`src/rtl/frame_sequencer_if.sv`:
```
// FIFO-side handshake bundle for the frame sequencer: source read, datapath
// input write, datapath output read and sink write.
interface frame_sequencer_if #(
    parameter int DIN_W  = 24,
    parameter int DOUT_W = 8
) ();
    logic              src_empty;
    logic              src_rd_en;
    logic [DIN_W-1:0]  src_dout;
    logic              fifo_in_wr_en;
    logic [DIN_W-1:0]  fifo_in_din;
    logic              fifo_in_full;
    logic              fifo_out_empty;
    logic              fifo_out_rd_en;
    logic [DOUT_W-1:0] fifo_out_dout;
    logic              snk_wr_en;
    logic [DOUT_W-1:0] snk_din;
    logic              snk_full;

    modport master (
        input  src_empty, src_dout, fifo_in_full, fifo_out_empty, fifo_out_dout, snk_full,
        output src_rd_en, fifo_in_wr_en, fifo_in_din, fifo_out_rd_en, snk_wr_en, snk_din
    );

    modport slave (
        output src_empty, src_dout, fifo_in_full, fifo_out_empty, fifo_out_dout, snk_full,
        input  src_rd_en, fifo_in_wr_en, fifo_in_din, fifo_out_rd_en, snk_wr_en, snk_din
    );
endinterface

```
`src/rtl/frame_sequencer.sv`:
```
// Moves one frame of pixels source -> datapath and datapath -> sink, counting
// both sides, with a no-progress watchdog that ends the frame early.
module frame_sequencer #(
    parameter int FIFO_DWIDTH_IN  = 24,
    parameter int FIFO_DWIDTH_OUT = 8,
    parameter int CNT_WIDTH       = 20,
    parameter int TIMEOUT_CYCLES  = 1024
) (
    input  logic                 i_clock,
    input  logic                 i_reset,
    input  logic                 i_start,
    input  logic [CNT_WIDTH-1:0] i_frame_pixels,
    output logic                 o_busy,
    output logic                 o_done,
    output logic                 o_timeout,
    output logic [CNT_WIDTH-1:0] o_in_count,
    output logic [CNT_WIDTH-1:0] o_out_count,
    frame_sequencer_if.master    bus
);
    localparam int WD_W = (TIMEOUT_CYCLES > 1) ? $clog2(TIMEOUT_CYCLES) : 1;
    localparam logic [WD_W-1:0] WD_MAX = WD_W'(TIMEOUT_CYCLES - 1);

    typedef enum logic [1:0] {S_IDLE, S_RUN, S_DRAIN, S_DONE} state_t;

    state_t               r_state, w_next;
    logic [CNT_WIDTH-1:0] r_total, r_in_count, r_out_count;
    logic [WD_W-1:0]      r_wd;
    logic                 r_timeout;

    logic                       w_in_xfer, w_out_xfer, w_active, w_wd_fire;
    logic                       w_in_last, w_out_last, w_set_timeout, w_accept;
    logic [CNT_WIDTH-1:0]       w_in_next, w_out_next;
    logic [FIFO_DWIDTH_IN-1:0]  w_src_pix;
    logic [FIFO_DWIDTH_OUT-1:0] w_dp_pix;

    assign w_active   = (r_state == S_RUN) || (r_state == S_DRAIN);
    assign w_accept   = (r_state == S_IDLE) && i_start;
    assign w_in_xfer  = (r_state == S_RUN) && (r_in_count != r_total) &&
                        !bus.src_empty && !bus.fifo_in_full;
    assign w_out_xfer = w_active && (r_out_count != r_total) &&
                        !bus.fifo_out_empty && !bus.snk_full;

    // "Reached total" must include the transfer happening this cycle.
    assign w_in_next  = r_in_count + CNT_WIDTH'(w_in_xfer);
    assign w_out_next = r_out_count + CNT_WIDTH'(w_out_xfer);
    assign w_in_last  = (w_in_next == r_total);
    assign w_out_last = (w_out_next == r_total);
    assign w_wd_fire  = w_active && !w_in_xfer && !w_out_xfer && (r_wd == WD_MAX);

    assign w_src_pix         = bus.src_dout;
    assign w_dp_pix          = bus.fifo_out_dout;
    assign bus.src_rd_en     = w_in_xfer;
    assign bus.fifo_in_wr_en = w_in_xfer;
    assign bus.fifo_in_din   = w_src_pix;
    assign bus.fifo_out_rd_en = w_out_xfer;
    assign bus.snk_wr_en     = w_out_xfer;
    assign bus.snk_din       = w_dp_pix;

    assign o_busy      = w_active;
    assign o_done      = (r_state == S_DONE);
    assign o_timeout   = r_timeout;
    assign o_in_count  = r_in_count;
    assign o_out_count = r_out_count;

    always_ff @(posedge i_clock or negedge i_reset) begin
        if (!i_reset) r_state <= S_IDLE;
        else          r_state <= w_next;
    end

    always_comb begin
        w_next        = r_state;
        w_set_timeout = 1'b0;
        case (r_state)
            S_IDLE: begin
                if (i_start) w_next = (i_frame_pixels == '0) ? S_DONE : S_RUN;
            end
            S_RUN: begin
                if (w_wd_fire) begin
                    w_next        = S_DONE;
                    w_set_timeout = 1'b1;
                end else if (w_in_last) begin
                    w_next = w_out_last ? S_DONE : S_DRAIN;
                end
            end
            S_DRAIN: begin
                if (w_wd_fire) begin
                    w_next        = S_DONE;
                    w_set_timeout = 1'b1;
                end else if (w_out_last) begin
                    w_next = S_DONE;
                end
            end
            S_DONE:  w_next = S_IDLE;
            default: w_next = S_IDLE;
        endcase
    end

    always_ff @(posedge i_clock or negedge i_reset) begin
        if (!i_reset) begin
            r_total     <= '0;
            r_in_count  <= '0;
            r_out_count <= '0;
            r_wd        <= '0;
            r_timeout   <= 1'b0;
        end else if (w_accept) begin
            r_total     <= i_frame_pixels;
            r_in_count  <= '0;
            r_out_count <= '0;
            r_wd        <= '0;
            r_timeout   <= 1'b0;
        end else begin
            r_in_count  <= w_in_next;
            r_out_count <= w_out_next;
            if (w_active) begin
                if (w_in_xfer || w_out_xfer) r_wd <= '0;
                else if (!w_wd_fire)         r_wd <= r_wd + 1'b1;
            end
            if (w_set_timeout) r_timeout <= 1'b1;
        end
    end
endmodule

```
`src/flat_wrapper.sv`:
```
// flat-port wrapper written by rule: the top's interface ports become plain ports
module frame_sequencer_flat 
#(
    parameter int FIFO_DWIDTH_IN  = 24,
    parameter int FIFO_DWIDTH_OUT = 8,
    parameter int CNT_WIDTH       = 20,
    parameter int TIMEOUT_CYCLES  = 1024
)
  (i_clock, i_reset, i_start, i_frame_pixels, o_busy, o_done, o_timeout, o_in_count, o_out_count, bus_src_empty, bus_src_dout, bus_fifo_in_full, bus_fifo_out_empty, bus_fifo_out_dout, bus_snk_full, bus_src_rd_en, bus_fifo_in_wr_en, bus_fifo_in_din, bus_fifo_out_rd_en, bus_snk_wr_en, bus_snk_din);
  frame_sequencer_if #(.DIN_W(24), .DOUT_W(8)) bus_i ();
  input  logic i_clock;
  input  logic i_reset;
  input  logic i_start;
  input  logic [CNT_WIDTH-1:0] i_frame_pixels;
  output logic o_busy;
  output logic o_done;
  output logic o_timeout;
  output logic [CNT_WIDTH-1:0] o_in_count;
  output logic [CNT_WIDTH-1:0] o_out_count;
  input wire logic [$bits(bus_i.src_empty)-1:0] bus_src_empty;
  input wire logic [$bits(bus_i.src_dout)-1:0] bus_src_dout;
  input wire logic [$bits(bus_i.fifo_in_full)-1:0] bus_fifo_in_full;
  input wire logic [$bits(bus_i.fifo_out_empty)-1:0] bus_fifo_out_empty;
  input wire logic [$bits(bus_i.fifo_out_dout)-1:0] bus_fifo_out_dout;
  input wire logic [$bits(bus_i.snk_full)-1:0] bus_snk_full;
  output wire logic [$bits(bus_i.src_rd_en)-1:0] bus_src_rd_en;
  output wire logic [$bits(bus_i.fifo_in_wr_en)-1:0] bus_fifo_in_wr_en;
  output wire logic [$bits(bus_i.fifo_in_din)-1:0] bus_fifo_in_din;
  output wire logic [$bits(bus_i.fifo_out_rd_en)-1:0] bus_fifo_out_rd_en;
  output wire logic [$bits(bus_i.snk_wr_en)-1:0] bus_snk_wr_en;
  output wire logic [$bits(bus_i.snk_din)-1:0] bus_snk_din;
  assign bus_i.src_empty = bus_src_empty;
  assign bus_i.src_dout = bus_src_dout;
  assign bus_i.fifo_in_full = bus_fifo_in_full;
  assign bus_i.fifo_out_empty = bus_fifo_out_empty;
  assign bus_i.fifo_out_dout = bus_fifo_out_dout;
  assign bus_i.snk_full = bus_snk_full;
  assign bus_src_rd_en = bus_i.src_rd_en;
  assign bus_fifo_in_wr_en = bus_i.fifo_in_wr_en;
  assign bus_fifo_in_din = bus_i.fifo_in_din;
  assign bus_fifo_out_rd_en = bus_i.fifo_out_rd_en;
  assign bus_snk_wr_en = bus_i.snk_wr_en;
  assign bus_snk_din = bus_i.snk_din;
  frame_sequencer #(.FIFO_DWIDTH_IN(FIFO_DWIDTH_IN), .FIFO_DWIDTH_OUT(FIFO_DWIDTH_OUT), .CNT_WIDTH(CNT_WIDTH), .TIMEOUT_CYCLES(TIMEOUT_CYCLES)) u_core (.i_clock(i_clock), .i_reset(i_reset), .i_start(i_start), .i_frame_pixels(i_frame_pixels), .o_busy(o_busy), .o_done(o_done), .o_timeout(o_timeout), .o_in_count(o_in_count), .o_out_count(o_out_count), .bus(bus_i));
endmodule
```
`config.mk`:
```
export PLATFORM = sky130hd
export DESIGN_NAME = frame_sequencer_flat
export DESIGN_NICKNAME = d
export VERILOG_FILES = /design/src/rtl/frame_sequencer_if.sv /design/src/rtl/frame_sequencer.sv /design/src/flat_wrapper.sv
export SDC_FILE = /design/constraint.sdc
export NUM_CORES = 1
export LEC_CHECK = 0
export ABC_AREA = 0
export CORE_ASPECT_RATIO = 0.8
export CORE_UTILIZATION = 39
export CTS_CLUSTER_DIAMETER = 30
export DETAILED_ROUTE_END_ITERATION = 16
export MAX_ROUTING_LAYER = met4
export PLACE_DENSITY = 0.69
export SLEW_MARGIN = 20
export SYNTH_ARGS = -nofsm -noshare
export SYNTH_HDL_FRONTEND = slang
export SYNTH_SLANG_ARGS = --single-unit
```
`constraint.sdc`:
```
create_clock -name i_clock -period 3.6 [get_ports i_clock]
set_input_delay 0.36 -clock i_clock [delete_from_list [all_inputs] [get_ports i_clock]]
set_output_delay 0.36 -clock i_clock [all_outputs]
set_load 0.05 [all_outputs]
```
==> metrics, run 1 <==
Max clock buf depth=2; die area=13710 sq um; skew final=roughly 11 ps; dominant synthesized flop cell=dfrtp_1; DR pass1 iterations=7; top cell type's share of synthesized area=0.3537; clk root buf=clkbuf_16; pwr/cell area=319.9 nW/um^2; DRT antenna net count=0; Overall Global Routing Usage=0.2669; Slew Viols, Final=0; slew of the pin with the lowest slew margin=837.9 ps; Syn. warnings=0; # DRC=0; Mapped Cells=about 600; Nets=822; CTS clk-pin slew, worst paths=60 ps; port bufs=73; vias in the first global route=5062; most frequent cell after synthesis=nand2_1; layout cells sized above 1=0.3272; violated checks=negative setup slack; Power Total=roughly 2400 uW; Worst-Skew Late Latency=between 300 and 400 ps; initial antenna violation count=0; setup slack after layout=-364.8 ps; status=finished, violations left; leading area contributor after synthesis=dfrtp_1; Max-slew headroom=0.4401; Worst Setup EP=u_core.r_state[1]; net load switching power=721.8 uW; Num CTS Buffers=9; area grow syn2layout=43.56%; final setup fails=2; startpoint types=flop; leakage power=0.003416 uW; DP Wirelength=between 10000 and 15000 microns; Period minus WS final=about 4000 ps; Core ar.=approximately 13000 sq um; Unique masters post-synth=73; main combinational cell family by area after synthesis=simple AND/OR/NAND/NOR gates; FF-to-FF Start=u_core.r_total[0]; CP Launch Point=u_core.r_total[0]; adder-cell share of the synthesized area=0.02422; worst vdd ir=around 0.5 mV; Synth Area in Compound Gates=0.1013; RSZ-0062 raised after global routing=true; Hold Fails Final Rpt=0; CTS hold repair buffers=0; Initial Utilization=0.4013; largest net degree at the start of global routing=36; Routed WL=17080 microns; wire length of the first global-routing pass=26740 microns; H-tree depth=3; Combinational Power Share=0.239; total grt overflow=0; CTS tree=done; CP Class=flop to flop; Die Wd=130.7 microns; chip height=104.9 microns; Iteration-0 DRC Markers=456; Max-Cap Viols=0; Seq/Total Area, Yosys=0.3537; row count=37; final period utilization=1.101; Post-synth EDFFs=0; vias per inst=5.482; Async SR Flop Fraction=1.000; wire length per cell=about 18 microns; simple logic cell fraction of the synthesized area=0.2541; Synth area leaders=dfrtp_1 (35%), xor2_1 (8.3%), xnor2_1 (7.5%); final core utilization=0.5761; f_max=252.2 MHz; synthesized area per cell=about 8.8 sq um; CP required=a little under 4000 ps; CP max FO=4; Seq pwr share=0.386; Netlist Area Pre-Place=5165 sq um; vias=between 5k and 6k; clock share of power=0.375; Worst Setup End Kind=flop; GP Congestion=0.9362; Sink Count=between 70 and 80; Ports=138; CP arrival=4230 ps; Reg2Reg Setup Slack=-360 ps; reg-to-reg endpoint=u_core.r_state[1]; Synth Register Bits=73; synth cell count leaders=nand2_1 (74), dfrtp_1 (73), xor2_1 (49), nor2_1 (45), xnor2_1 (44); cell-internal power=1650 uW; Post-Synth XOR/XNOR Area=0.1698; Net Sw Frac=0.3043; HP Class=input pin to async pin; antenna cell count=0; synthesized net count=657; FF-to-FF path depth=15; multiplexer share of the synthesized area=0.01211
-- how the worst min path moves through the flow --
| stage | end | slack [ps] |
|---|---|---|
| floorplan | u_core.o_in_count[0] | 60 |
| global placement | u_core.o_in_count[12] | 490 |
| detailed placement | u_core.r_total[16] | 490 |
| CTS | u_core.r_total[16] | 130 |
| global route | u_core.o_in_count[2] | 160 |
| finish | u_core.o_in_count[2] | 100 |
-- repair_timing --
| action | CTS | global route |
|---|---|---|
| setup buffers | 30 | 3 |
| endpoints found under the hold margin | 0 | 0 |
| gates resized for setup | 33 | 10 |
| setup endpoints to repair | 2 | 12 |
| pin swaps | 25 | 13 |
-- cell usage in the layout, fill, tap and decap left out, types with 4 or more instances in the layout --
cell type / instances
xor2_1: 42
and2_1: 8
clkbuf_16: 9
inv_1: 8
a31oi_1: 6
xnor2_2: 6
ha_1: 5
and3_1: 14
clkdlybuf4s50_1: 72
or3_1: 4
o211ai_1: 4
buf_4: 149
nor4_1: 7
nand2_1: 74
mux2i_1: 4
xnor2_1: 39
a21oi_1: 15
dfrtp_2: 29
o21ai_0: 20
nor3_1: 17
nand3_1: 20
nand4_1: 12
dfrtp_1: 44
and4_1: 9
nor2_1: 45
xor2_2: 7
-- sequential cells by signal, summed over array words and instances, names as in the netlist --
register,cells
u_core.o_in_count,20
u_core.o_out_count,20
u_core.o_timeout,1
u_core.r_state,2
u_core.r_total,20
u_core.r_wd,10
-- worst max-delay path: stages, from the launching register on --
cell and delay [ps]:
dfrtp_1 440, xnor2_1 290, nor4bb_2 280, nand3_1 120, o211ai_1 300, inv_2 90
ha_4 180, ha_4 280, xnor2_2 100, o311ai_1 110, or4b_4 560, nor4_4 190
nand4_1 180, o311ai_2 340, and3_4 250, mux2i_1 170
-- per-stage QoR --
stage	hold WS (ps)	instances	cell area (sq um)	TNS, ps	setup WS [ps]
6_report	102.8	933	7415	-675.0	-364.8
5_1_grt	159.2	933	7415	-1308	-540.0
4_1_cts	125.6	938	7387	-551.0	-223.1
3_5_place_dp	486.9	892	6718	-829.2	-431.3
3_3_place_gp	486.7	892	6718	-657.1	-347.7
2_1_floorplan	64.41	588	5299	-759.4	-398.0
-- cell families after synthesis --
logic type | Yosys count
AO/OA/AOI/OAI | 78
XOR/XNOR | 96
adder cells (fa/ha/maj) | 10
buffers and inverters | 78
flip-flops | 73
multiplexers | 6
AND/OR/NAND/NOR | 247
-- per-layer routing --
layer	track usage	routed length [microns]
met1	0.3557	7502
met2	0.3991	7849
met4	0.09278	502
met5	-	0
met3	0.05684	1223
-- power by group through the flow --
stage / Clock (uW) / Combinational (uW) / Sequential (uW)
after floorplan: 0 / 285 / 1030
after global placement: 0 / 517 / 922
after detailed placement: 0 / 521 / 925
after CTS: 900 / 556 / 912
after global routing: 933 / 602 / 918
final: 890 / 566 / 916
-- cell type report --
| cell class | count | area (sq um) |
|---|---|---|
| clock buffer | 12 | 236.5 |
| clock inverter | 4 | 45.04 |
| fill | 1126 | 5455 |
| inverter | 10 | 37.54 |
| multi-input combinational | 437 | 3169 |
| sequential | 73 | 1863 |
| tap | 175 | 219.0 |
| timing repair buffer | 222 | 1844 |
Note: power is estimated with default switching activity, not from simulation.
==> inputs of run 2 (changes only) <==
- CAP_MARGIN: unset -> 20
- REMOVE_ABC_BUFFERS: unset -> 1
==> metrics, run 2 (synthesis gave the netlist of run 1 again) <==
status=finished, violations left; violated checks=negative hold slack, negative setup slack; Overall Global Routing Usage=0.2842 (+0.01730); leading cell type in the layout, fill and taps excluded=buf_4; hold slack=-1.746 ps (-104.6 ps); row count=37 (unchanged); CP Class=flop to flop; area grow syn2layout=46.66%; CTS clk-pin slew, worst paths=60 ps (about the same); pre-CTS setup slack=-642.9 ps (-211.5 ps); clk root buf=clkbuf_16; startpoint types=flop; CTS tree=done; DP Wirelength=13010 microns (+6.1%); Slew Viols, Final=0 (unchanged); Period minus WS final=3932 ps (-32.71 ps); vias per inst=5.592 (+2.0%); Max-slew headroom=0.3528 (-0.08723); Hold Fails Final Rpt=4 (+4); setup slack after layout=-332.1 ps (+32.71 ps); Max clock buf depth=2 (unchanged); skew final=8.251 ps (-2.255 ps); wire length per cell=19.62 microns (+7.2%); final period utilization=1.092 (-0.009086); RSZ-0062 raised after global routing=true; most frequent cells in the layout=buf_4 (146), nand2_1 (74), clkdlybuf4s50_1 (70), dfrtp_1 (68), nor2_1 (44); largest net degree at the start of global routing=74 (+110%); Multi-input gate area=3236 sq um (+2.1%); GP Congestion=0.9630 (+2.9%); DR pass1 iterations=4 (-3); H-tree depth=3 (unchanged); CP required=3850 ps (about the same); antenna cell count=0 (unchanged); Routed WL=18400 microns (+7.7%); final setup fails=2 (unchanged); CP max FO=2 (-2); Die Wd=130.7 microns (unchanged); die area=13710 sq um (unchanged); Nets=828 (+0.73%); Sink Count=73 (unchanged); CP arrival=4190 ps (-40 ps); worst vdd ir=0.4658 mV (-6.1%); slew of the pin with the lowest slew margin=968.4 ps (+130.5 ps); f_max=254.3 MHz (+0.83%); FF+latch area=1833 sq um (-1.6%); leakage power=0.003534 uW (+3.5%); Ports=138 (unchanged); chip height=104.9 microns (unchanged); vias in the first global route=5195 (+2.6%); Max-Cap Viols=0 (unchanged); Iteration-0 DRC Markers=465 (+2.0%); layout cells sized above 1=0.3093 (-0.01787); Num CTS Buffers=9 (unchanged); vias=5245 (+2.5%); DRT antenna net count=0 (unchanged); wire length of the first global-routing pass=28500 microns (+6.6%); HP Class=input pin to async pin; initial antenna violation count=0 (unchanged); Worst-Skew Late Latency=350 ps (about the same); # DRC=0 (unchanged); pwr/cell area=325.5 nW/um^2 (+1.8%); Power Total=2466 uW (+4.0%); # fillers=1084 (-3.7%); Initial Utilization=0.4013 (unchanged); total grt overflow=0 (unchanged); Worst Setup End Kind=flop; FF-to-FF path depth=16 (+1); Core ar.=12870 sq um (unchanged); port bufs=73 (unchanged)
run 2: changes by cell type in the layout (fill, tap and decap cells not counted), moves of 3 or more:
cell     delta
dfrtp_1    +24
dfrtp_2    -24
buf_6       +9
buf_4       -3
run 2: what timing repair did:
item | CTS | global route
gates resized for setup | 42 | 46
buffers inserted | 27 | 13
gates cloned | 0 | 0
pin swaps | 29 | 27
endpoints found under the setup margin | 2 | 14
hold buffers | 0 | 0
run 2: final timing paths:
path	slack, ps	from	to
max	-330	u_core.r_total[12]	u_core.r_state[1]
min in group i_clock	520	u_core.r_wd[7]	u_core.r_wd[7]
min reg2reg	520	u_core.r_wd[7]	u_core.r_wd[7]
min	-2	i_reset	u_core.o_in_count[16]
max reg2reg	-330	u_core.r_total[12]	u_core.r_state[1]
max in group asynchronous	2990	i_reset	u_core.r_total[7]
run 2: cell type report:
cell class | count | share of cell area
multi-input cells | 437 | 0.4272
clock inverters | 3 | 0.008589
well taps | 175 | 0.02891
clock buffers | 12 | 0.03254
inverters | 10 | 0.004955
flip-flops and latches | 73 | 0.2420
repair buffers | 228 | 0.2559
run 2: layer usage:
metal / global-route usage / routed length [microns]
met5: - / 0
met4: 0.08128 / 411
met3: 0.09370 / 1747
met2: 0.3995 / 8288
met1: 0.3863 / 7951
run 2: worst max-delay path: stages (launching register included):
cell	delay, ps
dfrtp_1	390
buf_6	140
xor2_4	180
nor4_2	280
nand3_1	130
o211ai_1	270
inv_2	100
ha_4	180
ha_4	280
xnor2_2	110
o311ai_2	140
or4b_4	560
nor4_4	130
nand4_1	140
o311ai_2	330
and3_1	250
mux2i_1	230
run 2: metrics by stage:
stage | hold WS (ps) | std cells | util | cell area (sq um) | setup TNS, ps
finish | -1.746 | 938 | 0.5886 | 7575 | -657.8
global route | 36.24 | 938 | 0.5886 | 7575 | -1159
CTS | 228.7 | 935 | 0.5707 | 7345 | -893.8
detailed placement | 510.7 | 893 | 0.5168 | 6651 | -1220
global placement | 483.9 | 893 | 0.5168 | 6651 | -908.1
floorplan | 64.41 | 520 | - | 4765 | -2832
run 2: where the power goes:
group,switching [uW],total (uW),internal [uW]
sequential,38.8,906,867
clock,355,976,622
combinational,335,584,249
==> inputs of run 3 (changes only) <==
- PLACE_DENSITY: 0.69 -> unset
- PLACE_DENSITY_LB_ADDON: unset -> 0.05
==> metrics, run 3 (synthesis gave the netlist of run 1 again) <==
CP Launch Point=u_core.r_total[10]; Nets=837 (+1.1%); H-tree depth=3 (unchanged); leading cell type in the layout, fill and taps excluded=buf_4; pwr/cell area=316.6 nW/um^2 (-2.7%); setup slack after layout=-368.0 ps (-35.97 ps); Hold Fails Final Rpt=0 (-4); wire length of the first global-routing pass=27440 microns (-3.7%); DP Wirelength=13390 microns (+2.9%); status=finished, violations left; wire length per cell=19.13 microns (-2.5%); initial antenna violation count=0 (unchanged); DRT antenna net count=0 (unchanged); Slew Viols, Final=0 (unchanged); largest net degree at the start of global routing=74 (unchanged); final setup fails=2 (unchanged); vias in the first global route=4894 (-5.8%); f_max=252.0 MHz (-0.91%); worst vdd ir=0.5887 mV (+26%); Die Wd=130.7 microns (unchanged); CTS clk-pin slew, worst paths=60 ps (about the same); reg-to-reg endpoint=u_core.r_state[1]; Max clock buf depth=2 (unchanged); row count=37 (unchanged); clk root buf=clkbuf_16; DR pass1 iterations=5 (+1); CTS tree=done; Worst-Skew Late Latency=340 ps (about the same); vias per inst=5.362 (-4.1%); Core ar.=12870 sq um (unchanged); FF-to-FF path depth=15 (-1); violated checks=negative setup slack; Max-Cap Viols=0 (unchanged); RSZ-0062 raised after global routing=true; CP arrival=4220 ps (+30 ps); Initial Utilization=0.4013 (unchanged); CP Class=flop to flop; total grt overflow=0 (unchanged); Overall Global Routing Usage=0.2770 (-0.007153); skew final=6.132 ps (-2.119 ps); Period minus WS final=3968 ps (+35.97 ps); FF-to-FF Start=u_core.r_total[10]; # DRC=0 (unchanged); chip height=104.9 microns (unchanged); final period utilization=1.102 (+0.009991); Iteration-0 DRC Markers=305 (-34%); HP Class=flop to flop; Sink Count=73 (unchanged); GP Congestion=0.9156 (-4.9%); slew of the pin with the lowest slew margin=909.6 ps (-58.78 ps); CP required=3860 ps (about the same); pre-CTS setup slack=-828.2 ps (-185.3 ps); Worst Setup End Kind=flop; Post-DP Area=6741 sq um (+1.4%); leakage power=0.003572 uW (+1.1%); Num CTS Buffers=9 (unchanged); final core utilization=0.5904 (+0.001847); area grow syn2layout=47.12%; Ports=138 (unchanged); antenna cell count=0 (unchanged); final instance area=7599 sq um (+0.31%); layout cells sized above 1=0.3096 (about the same); die area=13710 sq um (unchanged); CP max FO=2 (unchanged); vias=5078 (-3.2%); startpoint types=flop; Reg2Reg Setup Slack=-370 ps (-40 ps); Worst Setup EP=u_core.r_state[1]; most frequent cells in the layout=buf_4 (161), nand2_1 (74), clkdlybuf4s50_1 (72), dfrtp_1 (70); Max-slew headroom=0.3921 (+0.03928); Routed WL=18120 microns (-1.5%); port bufs=73 (unchanged)
==> run 3: changes by cell type in the layout (fill, tap and decap cells not counted), sizes merged <==
cell	before	now
clkinv	1	3
buf	158	164
bufinv	2	1
clkbuf	12	9
dlygate4sd3	0	1
clkdlybuf4s50	70	72
clkinvlp	0	2
==> run 3: layout make-up <==
type / count / area, sq um
fillers: 1155 / 5271
repair buffers: 237 / 1998
flip-flops and latches: 73 / 1831
clock buffers: 9 / 225.2
clock inverters: 6 / 60.06
multi-input cells: 437 / 3228
well taps: 175 / 219.0
inverters: 10 / 37.54
==> run 3: critical path, stage by stage, from the launching register on <==
cell and delay [ps]:
dfrtp_2 430, buf_4 150, xor2_1 170, nor4_1 300, nand4b_1 160, o211ai_1 250, inv_1 140, ha_4 200
ha_4 220, xor2_2 160, a2111oi_4 290, o2111ai_2 200, or4_4 560, o211ai_1 230, and3_1 230, mux2i_1 200
==> run 3: layer usage <==
layer  global-route usage  share of wire  vias to the layer above
met3              0.06912          0.064                       14
met2               0.4021           0.45                      181
met5                    -              0                        -
li1                     -              -                     2375
met4              0.04926         0.0082                        0
met1               0.3912           0.48                     2508
==> run 3: worst min path at each step <==
| stage | startpoint | to | slack (ps) | depth (start not counted) |
|---|---|---|---|---|
| finish | u_core.r_wd[7] | u_core.r_wd[7] | 510 | 1 |
| global route | u_core.r_wd[7] | u_core.r_wd[7] | 530 | 1 |
| CTS | i_reset | u_core.o_in_count[17] | 240 | 1 |
| detailed placement | u_core.r_wd[9] | u_core.r_wd[9] | 490 | 1 |
| global placement | u_core.r_wd[9] | u_core.r_wd[9] | 490 | 1 |
| floorplan | i_reset | u_core.o_in_count[0] | 60 | 0 |
==> run 3: repair_timing <==
item / CTS / global route
hold endpoints to repair: 0 / 1
hold buffers: 0 / 1
endpoints found under the setup margin: 2 / 12
resized for setup: 26 / 31
pin swaps: 21 / 32
buffers inserted: 21 / 8
==> run 3: report_power, final <==
| group | internal, uW | total, uW | switching, uW |
|---|---|---|---|
| sequential | 867 | 905 | 38.4 |
| combinational | 271 | 605 | 334 |
| clock | 529 | 895 | 366 |
==> run 3: stage by stage <==
step           hold WS, ps  cells  TNS (ps)  total power, uW
2_1_floorplan        64.41    520     -2832             1189
3_3_place_gp         486.6    905     -1179             1443
3_5_place_dp         488.9    905     -1624             1447
4_1_cts              238.1    941    -556.7             2370
5_1_grt              525.7    947    -903.6             2496
6_report             514.1    947    -668.3             2406
